===== config.mk =====
export PLATFORM = sky130hd
export DESIGN_NAME = pipeline_hazard_ctrl
export DESIGN_NICKNAME = d
export VERILOG_FILES = /design/src/rtl/hazard_pkg.sv /design/src/rtl/load_use_detect.sv /design/src/rtl/pipeline_hazard_ctrl.sv
export SDC_FILE = /design/constraint.sdc
export NUM_CORES = 1
export LEC_CHECK = 0
export CORE_MARGIN = 1.5
export CORE_UTILIZATION = 35
export DETAILED_ROUTE_END_ITERATION = 6
export PLACE_DENSITY = 0.95
export SKIP_LAST_GASP = 1
export SLEW_MARGIN = 20
export SYNTH_ARGS = -nofsm -noshare
export SYNTH_HDL_FRONTEND = slang
export SYNTH_SLANG_ARGS = --single-unit

===== constraint.sdc =====
create_clock -name clk_i -period 3.6 [get_ports clk_i]
set_clock_uncertainty 0.2 [all_clocks]
set_input_delay 0.54 -clock clk_i [delete_from_list [all_inputs] [get_ports clk_i]]
set_output_delay 0.54 -clock clk_i [all_outputs]
set_load 0.01 [all_outputs]

===== src/rtl/hazard_pkg.sv =====
// Shared definitions for the pipeline hazard controller.
//   REG_W    : architectural register specifier width
//   STATE_W  : width of the hazard FSM state encoding
//   CNT_W    : width of the load-use stall down-counter (covers 1..7 cycles)
//   hz_state_e : FSM states; encoding 3 is never entered and is treated as RUN
package hazard_pkg;

  localparam int unsigned REG_W   = 5;
  localparam int unsigned STATE_W = 2;
  localparam int unsigned CNT_W   = 3;

  typedef enum logic [STATE_W-1:0] {
    ST_RUN      = 2'd0,
    ST_LU_STALL = 2'd1,
    ST_MEM_WAIT = 2'd2
  } hz_state_e;

endpackage


===== src/rtl/load_use_detect.sv =====
// Combinational load-use hazard detector.
// Flags a hazard when the load in EX writes a non-zero register that the
// instruction in ID reads (rs always, rt only when ID_uses_rt is set).
// Ports:
//   ID_rs, ID_rt    : source registers of the instruction in ID
//   ID_uses_rt      : ID instruction reads rt as a source
//   ID_EX_mem_read  : instruction in EX is a load
//   ID_EX_rt        : destination register of the load in EX
//   hazard          : load-use hazard present
module load_use_detect
  import hazard_pkg::*;
(
  input  logic [REG_W-1:0] ID_rs,
  input  logic [REG_W-1:0] ID_rt,
  input  logic             ID_uses_rt,
  input  logic             ID_EX_mem_read,
  input  logic [REG_W-1:0] ID_EX_rt,
  output logic             hazard
);

  always_comb begin
    hazard = ID_EX_mem_read && (ID_EX_rt != '0) &&
             ((ID_EX_rt == ID_rs) || (ID_uses_rt && (ID_EX_rt == ID_rt)));
  end

endmodule


===== src/rtl/pipeline_hazard_ctrl.sv =====
// Pipeline hazard controller: load-use stalls, taken-branch flushes and
// MEM-stage wait holds for a classic 5-stage pipeline.
// Priority in every state: memory wait > branch flush > load-use stall.
// Optional statistics counters are built when HAZARD_STATS_EN is defined;
// otherwise the counter outputs are tied to zero and clear_stats_i is ignored.
// Parameters:
//   LU_STALL_CYC : load-use stall length in cycles (1..7)
//   STAT_W       : statistics counter width
// Ports:
//   clk_i, rst_i            : clock, asynchronous active-low reset
//   ID_rs, ID_rt, ID_uses_rt: ID-stage source operands
//   ID_EX_mem_read, ID_EX_rt: load currently in EX
//   EX_branch_taken         : branch resolved taken in EX
//   dmem_req, dmem_ready    : MEM-stage access handshake
//   pc_write .. ID_EX_flush : pipeline register enables / flushes
//   state_o                 : current FSM state encoding
//   clear_stats_i           : zero the statistics counters
//   stall_cnt_o, flush_cnt_o: cycles with pc_write low / branch-flush cycles
module pipeline_hazard_ctrl
  import hazard_pkg::*;
#(
  parameter int unsigned LU_STALL_CYC = 1,
  parameter int unsigned STAT_W       = 16
) (
  input  logic               clk_i,
  input  logic               rst_i,
  input  logic [REG_W-1:0]   ID_rs,
  input  logic [REG_W-1:0]   ID_rt,
  input  logic               ID_uses_rt,
  input  logic               ID_EX_mem_read,
  input  logic [REG_W-1:0]   ID_EX_rt,
  input  logic               EX_branch_taken,
  input  logic               dmem_req,
  input  logic               dmem_ready,
  output logic               pc_write,
  output logic               IF_ID_write,
  output logic               ID_EX_write,
  output logic               EX_MEM_hold,
  output logic               IF_ID_flush,
  output logic               ID_EX_flush,
  output logic [STATE_W-1:0] state_o,
  input  logic               clear_stats_i,
  output logic [STAT_W-1:0]  stall_cnt_o,
  output logic [STAT_W-1:0]  flush_cnt_o
);

  localparam logic [CNT_W-1:0] LU_RELOAD = CNT_W'(LU_STALL_CYC - 1);

  hz_state_e        state_q, state_d;
  hz_state_e        ret_q, ret_d;
  logic [CNT_W-1:0] cnt_q, cnt_d;
  logic             lu_hazard;
  logic             in_lu, in_wait, mem_wait;

  load_use_detect u_detect (
    .ID_rs          (ID_rs),
    .ID_rt          (ID_rt),
    .ID_uses_rt     (ID_uses_rt),
    .ID_EX_mem_read (ID_EX_mem_read),
    .ID_EX_rt       (ID_EX_rt),
    .hazard         (lu_hazard)
  );

  // Any encoding other than LU_STALL / MEM_WAIT behaves as RUN.
  always_comb begin
    in_lu    = (state_q == ST_LU_STALL);
    in_wait  = (state_q == ST_MEM_WAIT);
    mem_wait = !dmem_ready && (dmem_req || in_wait);
  end

  always_comb begin
    pc_write    = 1'b1;
    IF_ID_write = 1'b1;
    ID_EX_write = 1'b1;
    EX_MEM_hold = 1'b0;
    IF_ID_flush = 1'b0;
    ID_EX_flush = 1'b0;
    state_d     = ST_RUN;
    ret_d       = ret_q;
    cnt_d       = cnt_q;

    if (mem_wait) begin
      // Whole pipe frozen; the stall counter is left untouched so a
      // load-use stall resumes where it stopped.
      pc_write    = 1'b0;
      IF_ID_write = 1'b0;
      ID_EX_write = 1'b0;
      EX_MEM_hold = 1'b1;
      state_d     = ST_MEM_WAIT;
      if (!in_wait) ret_d = in_lu ? ST_LU_STALL : ST_RUN;
    end else if (EX_branch_taken) begin
      IF_ID_flush = 1'b1;
      ID_EX_flush = 1'b1;
      cnt_d       = '0;
      ret_d       = ST_RUN;
    end else if (in_wait) begin
      // Access completed: holds drop this cycle, resume the interrupted state.
      state_d = ret_q;
      ret_d   = ST_RUN;
    end else if (in_lu || lu_hazard) begin
      pc_write    = 1'b0;
      IF_ID_write = 1'b0;
      ID_EX_flush = 1'b1;
      if (in_lu) begin
        if (cnt_q <= CNT_W'(1)) begin
          cnt_d = '0;
        end else begin
          cnt_d   = cnt_q - CNT_W'(1);
          state_d = ST_LU_STALL;
        end
      end else if (LU_STALL_CYC > 1) begin
        cnt_d   = LU_RELOAD;
        state_d = ST_LU_STALL;
      end
    end

    // Reset overrides the combinational outputs so the pipe sees defaults.
    if (!rst_i) begin
      pc_write    = 1'b1;
      IF_ID_write = 1'b1;
      ID_EX_write = 1'b1;
      EX_MEM_hold = 1'b0;
      IF_ID_flush = 1'b0;
      ID_EX_flush = 1'b0;
    end
  end

  always_ff @(posedge clk_i or negedge rst_i) begin
    if (!rst_i) begin
      state_q <= ST_RUN;
      ret_q   <= ST_RUN;
      cnt_q   <= '0;
    end else begin
      state_q <= state_d;
      ret_q   <= ret_d;
      cnt_q   <= cnt_d;
    end
  end

  assign state_o = state_q;

`ifdef HAZARD_STATS_EN
  logic [STAT_W-1:0] stall_cnt_q, flush_cnt_q;

  always_ff @(posedge clk_i or negedge rst_i) begin
    if (!rst_i) begin
      stall_cnt_q <= '0;
      flush_cnt_q <= '0;
    end else if (clear_stats_i) begin
      stall_cnt_q <= '0;
      flush_cnt_q <= '0;
    end else begin
      if (!pc_write && (stall_cnt_q != '1)) stall_cnt_q <= stall_cnt_q + STAT_W'(1);
      if (IF_ID_flush && (flush_cnt_q != '1)) flush_cnt_q <= flush_cnt_q + STAT_W'(1);
    end
  end

  assign stall_cnt_o = stall_cnt_q;
  assign flush_cnt_o = flush_cnt_q;
`else
  logic unused_clear_stats;
  assign unused_clear_stats = clear_stats_i;
  assign stall_cnt_o = '0;
  assign flush_cnt_o = '0;
`endif

endmodule


==> results <==
## cell type report
type                            instances  area [um2]
Fill cell                             206        1030
Multi-Input combinational cell         80         477
Timing Repair Buffer                   30         298
Sequential cell                         6         150
Tap cell                               27        33.8
Inverter                                7        26.3
Clock buffer                            3        22.5
## report_power, final
| group | total (W) | internal (W) | leakage, nW | switching, W |
|---|---|---|---|---|
| registers | 0.0000694 | 0.0000685 | 0.0824 | 0.000000840 |
| clock network | 0.0000584 | 0.0000375 | 0.0138 | 0.0000209 |
| logic | 0.0000826 | 0.0000402 | 0.385 | 0.0000424 |
## how the worst max path moves through the flow
stage | endpoint | slack (ns)
floorplan | pc_write | 1.25
global placement | IF_ID_write | 0.36
detailed placement | pc_write | 0.36
CTS | pc_write | 0.34
global route | pc_write | 0.26
finish | IF_ID_write | 0.34
## cells in the mapped netlist
cell type                   instances
sky130_fd_sc_hd__xnor2_1            1
sky130_fd_sc_hd__buf_4             33
sky130_fd_sc_hd__a22o_1             2
sky130_fd_sc_hd__o21ai_0            6
sky130_fd_sc_hd__nand2b_1           2
sky130_fd_sc_hd__dfrtp_1            6
sky130_fd_sc_hd__conb_1             1
sky130_fd_sc_hd__nor3_1             2
sky130_fd_sc_hd__or3_1              1
sky130_fd_sc_hd__or4_1              1
sky130_fd_sc_hd__o21ai_4            1
sky130_fd_sc_hd__o2bb2ai_1          1
sky130_fd_sc_hd__nor2b_1            3
sky130_fd_sc_hd__o21bai_1           1
sky130_fd_sc_hd__nor4_1             1
sky130_fd_sc_hd__nand3_2            1
sky130_fd_sc_hd__o211ai_1           1
sky130_fd_sc_hd__nor2_1             3
sky130_fd_sc_hd__nand2_1            1
sky130_fd_sc_hd__o21a_1             1
sky130_fd_sc_hd__inv_1              7
sky130_fd_sc_hd__ha_1               2
sky130_fd_sc_hd__a32oi_1            1
sky130_fd_sc_hd__xor2_1             9
sky130_fd_sc_hd__nand4_1            2
sky130_fd_sc_hd__and2b_1            1
sky130_fd_sc_hd__and3_1             1
sky130_fd_sc_hd__a22oi_1            1
sky130_fd_sc_hd__o21ba_1            1
sky130_fd_sc_hd__a311o_1            1
## cell families after synthesis
kind of cell / Yosys count / synth area share (%)
adder cells (fa/ha/maj): 2 / 3.19
AO/OA/AOI/OAI: 17 / 16.7
other: 1 / 0.478
flip-flops: 6 / 19.1
XOR/XNOR: 10 / 11.2
AND/OR/NAND/NOR: 19 / 14.4
buffers and inverters: 40 / 34.9
## worst reg2reg max path, stage by stage, from the launching register on
cell and delay [ns]:
sky130_fd_sc_hd__dfrtp_1 0.40, sky130_fd_sc_hd__nor2b_1 0.19, sky130_fd_sc_hd__o21ai_4 0.18, sky130_fd_sc_hd__inv_1 0.15, sky130_fd_sc_hd__a311o_1 0.30, sky130_fd_sc_hd__o2bb2ai_1 0.12
## routing by layer
layer	part of all wire [%]	GRT usage [%]	wire (um)
met1	34	11.4	527
met2	53	24.8	839
met3	11	3.87	175
met4	1.7	7.66	26
met5	0	0	0
## registers in the layout, indices dropped and copies added (netlist names)
signal and cells:
cnt_q 3, state_o 2, ret_q 1
## through the flow
step	cell area, um2	util [%]
global route	1010	49.3
floorplan	901	-
finish	1010	49.3
global placement	985	48.2
CTS	1010	49.3
detailed placement	985	48.2
==> results.sh <==
export IMPL_yosys_area_top_type_share_pct=31.6
export IMPL_outcome="completed"
export IMPL_worstReg2RegStart="state_o[1]"
export IMPL_vdd_drop_max_mv=0.119
export IMPL_total_leakage_power_nw=0.481
export IMPL_htree_levels=1
export IMPL_max_slew_violation_total_from_the_final_report=0
export IMPL_worst_endpoint_required_ns=2.86
export IMPL_cp_data_arrival_time_ns=2.52
export IMPL_finalWeightedCongestion=0.735
export IMPL_cts_root_to_sink_buffers=2
export IMPL_critical_path_depth=6
export IMPL_min_period_over_period_pct=90.4
export IMPL_route_detailed_drc=0
export IMPL_floorplan_initialDensity_pct=38.4
export IMPL_pre_cts_ws_ns=0.356
export IMPL_most_common_layout_cells="sky130_fd_sc_hd__conb_1, sky130_fd_sc_hd__clkdlybuf4s50_1, sky130_fd_sc_hd__xor2_1"
export IMPL_root_buffer="sky130_fd_sc_hd__clkbuf_4"
export IMPL_power_density_mw_per_mm2=209
export IMPL_regToRegSetupSlack_ns=1.94
export IMPL_hold_path_startpoint="ret_q[0]"
export IMPL_antennaDiodeCount=0
export IMPL_cell_by_cell_listing_of_the_critical_path="clkdlybuf4s50_1 > or4_1 > o21a_1 > nand3_2 > o21ba_1 > clkdlybuf4s50_1"
export IMPL_firstDrtPassIters=4
export IMPL_syn_area_per_cell_um2=8.26
export IMPL_total_power_w=0.000210
export IMPL_period_minus_slack_ns=3.26
export IMPL_die_width_um=50.3
export IMPL_synth_warnings=0
export IMPL_cts_buffers_inserted=3
export IMPL_placement_rows=16
export IMPL_synth_cell_types=30
export IMPL_timing_critical_path_mode_cell="sky130_fd_sc_hd__clkdlybuf4s50_1"
export IMPL_die_h_um=50.3
export IMPL_layout_nets=153
export IMPL_cts_hold_buffers=0
export IMPL_detail_route_wl_per_cell_um=10.3
export IMPL_total_congestion_overflow_after_global_routing=0
export IMPL_max_freq_ghz=0.307
export IMPL_fin_setup_tns_ns=0
export IMPL_final_cell_count_no_fill=153
export IMPL_yosysSeqAreaShare_pct=19.1
export IMPL_cts_resized_gates=0
export IMPL_post_cts_setup_buffer_count=0
export IMPL_whs_endpoint="ret_q[0]"
export IMPL_setup_viol_count_final=0
export IMPL_setup_worst_path_start_class="input pin"
export IMPL_route_vias_total=677
export IMPL_critical_path_peak_fanout=3
export IMPL_antenna_found_initial=0
export IMPL_critPathBufInv=2
export IMPL_fin_ws_ns=0.344
export IMPL_detailedPlacementHpwl_um=1360
export IMPL_ios=63
export IMPL_track_usage_pct=12.8
export IMPL_maxcap_violations=0
export IMPL_cell_type_of_the_slowest_stage_on_the_worst_timing_path="sky130_fd_sc_hd__or4_1"
export IMPL_hold_viol=0
export IMPL_synth_seq_cells=6
export IMPL_yosysTopAreaCell="sky130_fd_sc_hd__buf_4"
export IMPL_critical_path_reg2reg_endpoint="cnt_q[2]"
export IMPL_cp_startpoint="ID_EX_rt[1]"
export IMPL_portBuffers=29
export IMPL_die_area_mm2=0.00253
export IMPL_area_growth_synth_to_final_pct=28.4
export IMPL_drt_wl_total_um=1570
export IMPL_ys_top_cells_by_area="sky130_fd_sc_hd__buf_4, sky130_fd_sc_hd__dfrtp_1, sky130_fd_sc_hd__xor2_1"
export IMPL_place_inst=150
export IMPL_timing_critical_path_to_type="output port"
export IMPL_critical_path_top_delay_family="buffers and inverters"
export IMPL_mostFrequentLayoutCell="sky130_fd_sc_hd__conb_1"
export IMPL_setup_repair_after_global_routing_missed_its_margin="no"
export IMPL_clock_sink_count=6
export IMPL_drt_initial_drc_count=9
export IMPL_critPathKind="in -> out"
export IMPL_core_mm2=0.00204
export IMPL_netlist_instances=95
export IMPL_worstRegToRegCells=5
export IMPL_whs_ns=0.306
export IMPL_post_route_cells_drive_above_1_share_pct=4.76
export IMPL_detail_route_vias_per_cell=4.42
export IMPL_first_global_vias=644
export IMPL_min_path_cells=1
export IMPL_timing_critical_path_slowest_cell_delay_ns=0.55
export IMPL_hp_class="reg -> reg"
export IMPL_clock_tree_from_tritoncts="done"
export IMPL_path_clk_slew_ns=0.04
export IMPL_antenna_left=0
export IMPL_global_route_wire_length_before_repair_um=2470
export IMPL_insertion_delay_of_the_later_clocked_pin_in_the_worst_skew_pair_ns=0.24
export IMPL_synth_area_um2=785
export IMPL_grt_max_degree=12
Power figures use the tool's default switching activity.
